<file path="src/rtl/rf_issue_seq.sv">
// Single-issue sequencer in front of the 32x8 register file: accepts one ALU
// instruction, then steps it through read, execute and write-back.
module rf_issue_seq #(
  parameter bit WB_R0 = 1'b0,
  localparam int unsigned IDX_W  = 5,
  localparam int unsigned DATA_W = 8,
  localparam int unsigned OP_W   = 3,
  localparam int unsigned EN_W   = 3
) (
  input  logic              clk,
  input  logic              rst_n,
  input  logic              instr_valid,
  output logic              instr_ready,
  input  logic [OP_W-1:0]   opcode,
  input  logic [IDX_W-1:0]  rs1,
  input  logic [IDX_W-1:0]  rs2,
  input  logic [IDX_W-1:0]  rd,
  input  logic [DATA_W-1:0] imm,
  output logic [IDX_W-1:0]  rf_read1,
  output logic [IDX_W-1:0]  rf_read2,
  output logic [IDX_W-1:0]  rf_write,
  output logic [DATA_W-1:0] rf_write_data,
  output logic [EN_W-1:0]   rf_input_valid,
  input  logic [DATA_W-1:0] rf_out1,
  input  logic [DATA_W-1:0] rf_out2,
  output logic [DATA_W-1:0] result,
  output logic              carry,
  output logic              done
);

  localparam logic [OP_W-1:0] OP_ADD  = 3'b000;
  localparam logic [OP_W-1:0] OP_SUB  = 3'b001;
  localparam logic [OP_W-1:0] OP_AND  = 3'b010;
  localparam logic [OP_W-1:0] OP_OR   = 3'b011;
  localparam logic [OP_W-1:0] OP_XOR  = 3'b100;
  localparam logic [OP_W-1:0] OP_ADDI = 3'b101;
  localparam logic [OP_W-1:0] OP_LI   = 3'b110;
  localparam logic [OP_W-1:0] OP_NOP  = 3'b111;

  typedef enum logic [1:0] {IDLE, READ, EXEC, WRITE} state_t;

  state_t              state;
  state_t              state_next;
  logic                accept;
  logic [OP_W-1:0]     op_q;
  logic [IDX_W-1:0]    rs1_q;
  logic [IDX_W-1:0]    rs2_q;
  logic [IDX_W-1:0]    rd_q;
  logic [DATA_W-1:0]   imm_q;
  logic [EN_W-1:0]     port_en;
  logic [DATA_W-1:0]   operand_b;
  logic [DATA_W:0]     sum9;
  logic [DATA_W-1:0]   exec_result;
  logic                exec_carry;

  assign instr_ready    = (state == IDLE) && rst_n;
  assign accept         = instr_valid && instr_ready;
  assign rf_read1       = rs1_q;
  assign rf_read2       = rs2_q;
  assign rf_write       = rd_q;
  assign rf_write_data  = result;
  assign rf_input_valid = port_en;

  // State register
  always_ff @(posedge clk or negedge rst_n) begin
    if (!rst_n) state <= IDLE;
    else        state <= state_next;
  end

  // Next state and register-file port enables
  always_comb begin
    state_next = state;
    port_en    = 3'b000;
    case (state)
      IDLE: begin
        if (accept) begin
          case (opcode)
            OP_LI:   state_next = WRITE;
            OP_NOP:  state_next = IDLE;
            default: state_next = READ;
          endcase
        end
      end
      READ: begin
        port_en    = (op_q == OP_ADDI) ? 3'b100 : 3'b110;
        state_next = EXEC;
      end
      EXEC: state_next = WRITE;
      WRITE: begin
        // r0 write is suppressed unless explicitly enabled; the slot is still spent
        port_en    = ((rd_q != '0) || WB_R0) ? 3'b001 : 3'b000;
        state_next = IDLE;
      end
      default: state_next = IDLE;
    endcase
  end

  // ALU on the register file read data
  always_comb begin
    exec_result = '0;
    exec_carry  = 1'b0;
    operand_b   = (op_q == OP_ADDI) ? imm_q : rf_out2;
    sum9        = {1'b0, rf_out1} + {1'b0, operand_b};
    case (op_q)
      OP_ADD, OP_ADDI: {exec_carry, exec_result} = sum9;
      OP_SUB: begin
        exec_result = rf_out1 - rf_out2;
        exec_carry  = (rf_out1 < rf_out2);
      end
      OP_AND:  exec_result = rf_out1 & rf_out2;
      OP_OR:   exec_result = rf_out1 | rf_out2;
      OP_XOR:  exec_result = rf_out1 ^ rf_out2;
      default: exec_result = '0;
    endcase
  end

  // Latched instruction fields, result/carry and the done pulse
  always_ff @(posedge clk or negedge rst_n) begin
    if (!rst_n) begin
      op_q   <= '0;
      rs1_q  <= '0;
      rs2_q  <= '0;
      rd_q   <= '0;
      imm_q  <= '0;
      result <= '0;
      carry  <= 1'b0;
      done   <= 1'b0;
    end else begin
      done <= 1'b0;
      if (accept) begin
        op_q  <= opcode;
        rs1_q <= rs1;
        rs2_q <= rs2;
        rd_q  <= rd;
        imm_q <= imm;
        if (opcode == OP_LI) begin
          result <= imm;
          carry  <= 1'b0;
        end
        if (opcode == OP_NOP) done <= 1'b1;
      end
      if (state == EXEC) begin
        result <= exec_result;
        carry  <= exec_carry;
      end
      if (state == WRITE) done <= 1'b1;
    end
  end

endmodule
</file>
<file path="config.mk">
export PLATFORM = sky130hd
export DESIGN_NAME = rf_issue_seq
export DESIGN_NICKNAME = d
export VERILOG_FILES = /design/src/rtl/rf_issue_seq.sv
export SDC_FILE = /design/constraint.sdc
export NUM_CORES = 1
export LEC_CHECK = 0
export ABC_AREA = 1
export BUFFER_PORTS_ARGS = -buffer_cell sky130_fd_sc_hd__clkbuf_2
export CORE_ASPECT_RATIO = 0.6
export CORE_UTILIZATION = 58
export CTS_BUF_LIST = sky130_fd_sc_hd__clkbuf_8 sky130_fd_sc_hd__clkbuf_16
export DETAILED_ROUTE_END_ITERATION = 7
export PLACE_DENSITY = 0.87
export SLEW_MARGIN = 5
export SYNTH_ARGS = -nofsm -noshare
export SYNTH_HDL_FRONTEND = slang
export SYNTH_SLANG_ARGS = --single-unit
</file>
<file path="constraint.sdc">
create_clock -name clk -period 3.75 [get_ports clk]
set_clock_uncertainty 0.15 [all_clocks]
set_input_delay 0 -clock clk [delete_from_list [all_inputs] [get_ports clk]]
set_output_delay 0 -clock clk [all_outputs]
set_load 0.03 [all_outputs]
</file>
==> run summary <==
STA puts the critical path data arrival time at 2.76 ns. Once placement finished, the instance area stood at 3433 um2. Buffers added to address setup during post-CTS repair amount to 0. The startpoint identified for the worst register-to-register timing path is op_q[1]. The number of violations of the max-capacitance limit came out at 0. The endpoint identified for the worst register-to-register timing path is result[5]. The required time of the worst setup path came out at 3.82 ns. The worst register-to-register path has a setup slack of between 1 and 1.5 ns. Setup violations remaining at the end of the flow were counted as 0. Entering global routing, the biggest net connects 39 pins.

The unique cell type count in the Yosys netlist came out at 38. STA classifies the critical path endpoint as a flop. The wire-length estimate of the detail-placed layout is 6.512 mm. The first global-routing pass estimated between 10 and 15 mm of wire. At the end of routability-driven placement, the weighted congestion stood at 0.9603. The cell depth of the worst flop-to-flop path is 15. The tree is rooted in a clkbuf_8. The core area is 4778 um2.

The yosys synthesis warning count is 0. The timing startpoint of the critical path is op_q[1]. The leakage power is 2.182 nW. The via density per instance came out at 5.603.

The summed negative setup slack over all endpoints came out at 0 ns. The routed length per instance is 15.88 um. Static timing analysis puts the maximum clock frequency at between 0.3 and 0.4 GHz.

The number of clock buffers inserted by TritonCTS came out at 5. The diode insertion count for antenna repair came out at 0. Setup repair after global routing left no endpoint under its margin. The number of global-route vias before repair came out at 3070. The worst-skew pair later-pin latency came out at ~0.29 ns. The total number of placement rows is 19. The number of top-level pins came out at 82. The top cell types in the final layout, fill and taps aside, are nand2_1 (126), clkbuf_2 (81), inv_1 (58), ha_1 (38), dfrtp_1 (38).

Synthesis handed over a netlist of 418 instances. The total of cells resized after clock tree synthesis is 0. Leaving out fill and tap cells, the most frequent cell in the layout is nand2_1.

The post-layout instance area is 3841 um2. Power spread over the standard cell area amounts to about 750 nW/um2. Hold timing on the final database bottoms out at a slack of 0.02491 ns. Sequential elements use 31.40% of the synthesized area. In the final layout, the share of cells above drive strength 1 is 20.88%. The final layout net count came out at between 600 and 700. In this run, the number of DRC markers left after iteration 0 of detailed routing was about 300. After clock tree synthesis, the clock-pin slew on the worst setup and hold paths is 0.08 ns. The starting density of the core came out at 63.37%.

The worst-margin pin slew is 0.5193 ns. For this run, design rule violations remaining after detail routing come to 0. The clock net in this run drives a total of 38 sinks. The number of I/O port buffers came out at 81. The number of antenna violations at the first check in global routing is 0. When the netlist entered floorplanning its net count stood at between 500 and 600. The post-synthesis sequential element count is 38. The path class of the tightest hold or removal check is in -> reg. The post-route core utilization came out at 80.39%. The total length of routed wires is 9.288 mm. The highest net fanout along the worst path came out at 10. The width of the die came out at approximately 95 um. The worst pin sits at a relative slew slack of 65.38%.

The number of hold violations in the final report is 0. From synthesis to final layout, the design area changed by 26.86%. The total iterations of the first detailed-routing run is 5. The kind of launch point of the worst setup path is a flop.

IR analysis of the VDD net gives a maximum drop of about 0.68 mV. The count of vias placed by the detailed router came out at 3278. The clock passes through at most 2 buffers. The number of H-tree branching levels came out at 2. The class of the most critical setup path is reg -> reg. The vertical die dimension is 57.97 um.

The mean instance size in the synthesized netlist came out at 7.244 um2. The post-synthesis instance area is 3028 um2. The area enclosed by the die boundary is 5523 um2. The total overflow left after global routing is 0. The share of the cycle needed by the critical path after routing came out at 71.73%.

The max-slew violation count came out at 0. The remaining number of nets flagged by the antenna check after routing is 0. The post-route minimum period came out at 2.690 ns. TritonCTS built the clock tree. Following the worst setup path forward leads to its endpoint at result[5].

The flow ran to the end, and the final reports show no timing, DRC or antenna violations. Global routing consumed, over all layers together, 35.78% of the routing resources.
flip-flops by register name, indices dropped and copies added, names as in the netlist:
| signal | cells |
|---|---|
| imm_q | 8 |
| result | 8 |
| rf_read1 | 5 |
| rf_read2 | 5 |
| rf_write | 5 |
| op_q | 3 |
| state | 2 |
| carry | 1 |
| done | 1 |
repair_timing:
| item | CTS | global route |
|---|---|---|
| hold buffers | 27 | 0 |
| hold endpoints to repair | 73 | 0 |
| setup endpoints to repair | 0 | 0 |
area by class of cell:
cell class | count | area [um2]
clock buffers | 5 | 68.82
flip-flops and latches | 38 | 950.9
clock inverters | 3 | 68.82
repair buffers | 109 | 683.2
well taps | 63 | 78.83
inverters | 66 | 250.2
multi-input cells | 301 | 1740
fillers | 344 | 937.1
layer usage:
layer / global-route usage, % / up-vias / share of wire, %
met5: 0 / - / 0
met4: 8.658 / 0 / 1.7
met3: 11.68 / 20 / 11
met2: 56.12 / 209 / 45
met1: 48.27 / 1511 / 42
li1: - / 1538 / -
worst max-delay path, stage by stage, from the launching register on:
cell and delay, ns:
dfrtp_1 0.45, inv_1 0.12, nand3_4 0.13, clkinv_1 0.27, nand2_1 0.14, o21ai_0 0.09
ha_1 0.36, a21oi_1 0.16, nand2_1 0.15, nand2_1 0.11, nand2_1 0.05, nand2_1 0.05
nand3_1 0.08, nand3_1 0.11, nand2_1 0.06, a21oi_1 0.14
cells in the mapped netlist, drive strengths merged:
master	count	share of area, %
o311ai	1	0.29
nand2	128	16
and2	1	0.21
nand3b	2	0.50
xnor2	1	0.29
or4	1	0.25
nor3b	1	0.25
or2	2	0.41
nor3	1	0.17
clkinv	1	0.12
o21ai	34	6.0
nand3	28	5.2
buf	10	2.5
nor2	21	2.7
nand4	5	1.0
a211oi	2	0.50
inv	65	8.1
ha	38	16
dfrtp	38	31
fa	2	1.3
clkbuf	3	0.37
o22ai	6	1.2
o211ai	1	0.25
a32oi	1	0.29
o21bai	1	0.25
a21oi	24	4.5
worst min-delay path by stage:
| stage | start | endpoint | slack [ns] | cells after the start |
|---|---|---|---|---|
| after floorplan | rst_n | carry | -0.45 | 0 |
| after global placement | rst_n | rf_read1[3] | 0.007 | 2 |
| after detailed placement | rst_n | rf_read1[3] | 0.01 | 2 |
| after CTS | instr_valid | rf_read2[4] | 0.02 | 4 |
| after global routing | instr_valid | rf_write[4] | 0.04 | 4 |
| final | instr_valid | rf_write[3] | 0.02 | 4 |
cell families (layout without fill, tap and decap cells):
| family | Yosys count | in the layout | share of synthesized area (%) |
|---|---|---|---|
| AOI/OAI and AO/OA | 70 | 70 | 13.26 |
| adders and majority gates | 40 | 40 | 17.02 |
| buffers and inverters | 79 | 183 | 11.12 |
| xor gates and xnor gates | 1 | 1 | 0.2893 |
| and+or+nand+nor | 190 | 190 | 26.90 |
| DFF | 38 | 38 | 31.40 |
where the power goes:
part / internal, mW / switching (mW)
Sequential: 0.608 / 0.174
Clock: 0.267 / 0.155
Combinational: 0.514 / 1.17
Total: 1.39 / 1.49
through the flow:
step	std cells	setup slack (ns)	power, mW
after floorplan	418	1.476	1.960
after global placement	550	1.280	2.324
after detailed placement	550	1.119	2.367
after CTS	585	1.087	2.824
after global routing	585	0.7816	3.060
final	585	1.060	2.883
Note: power is estimated with default switching activity, not from simulation.
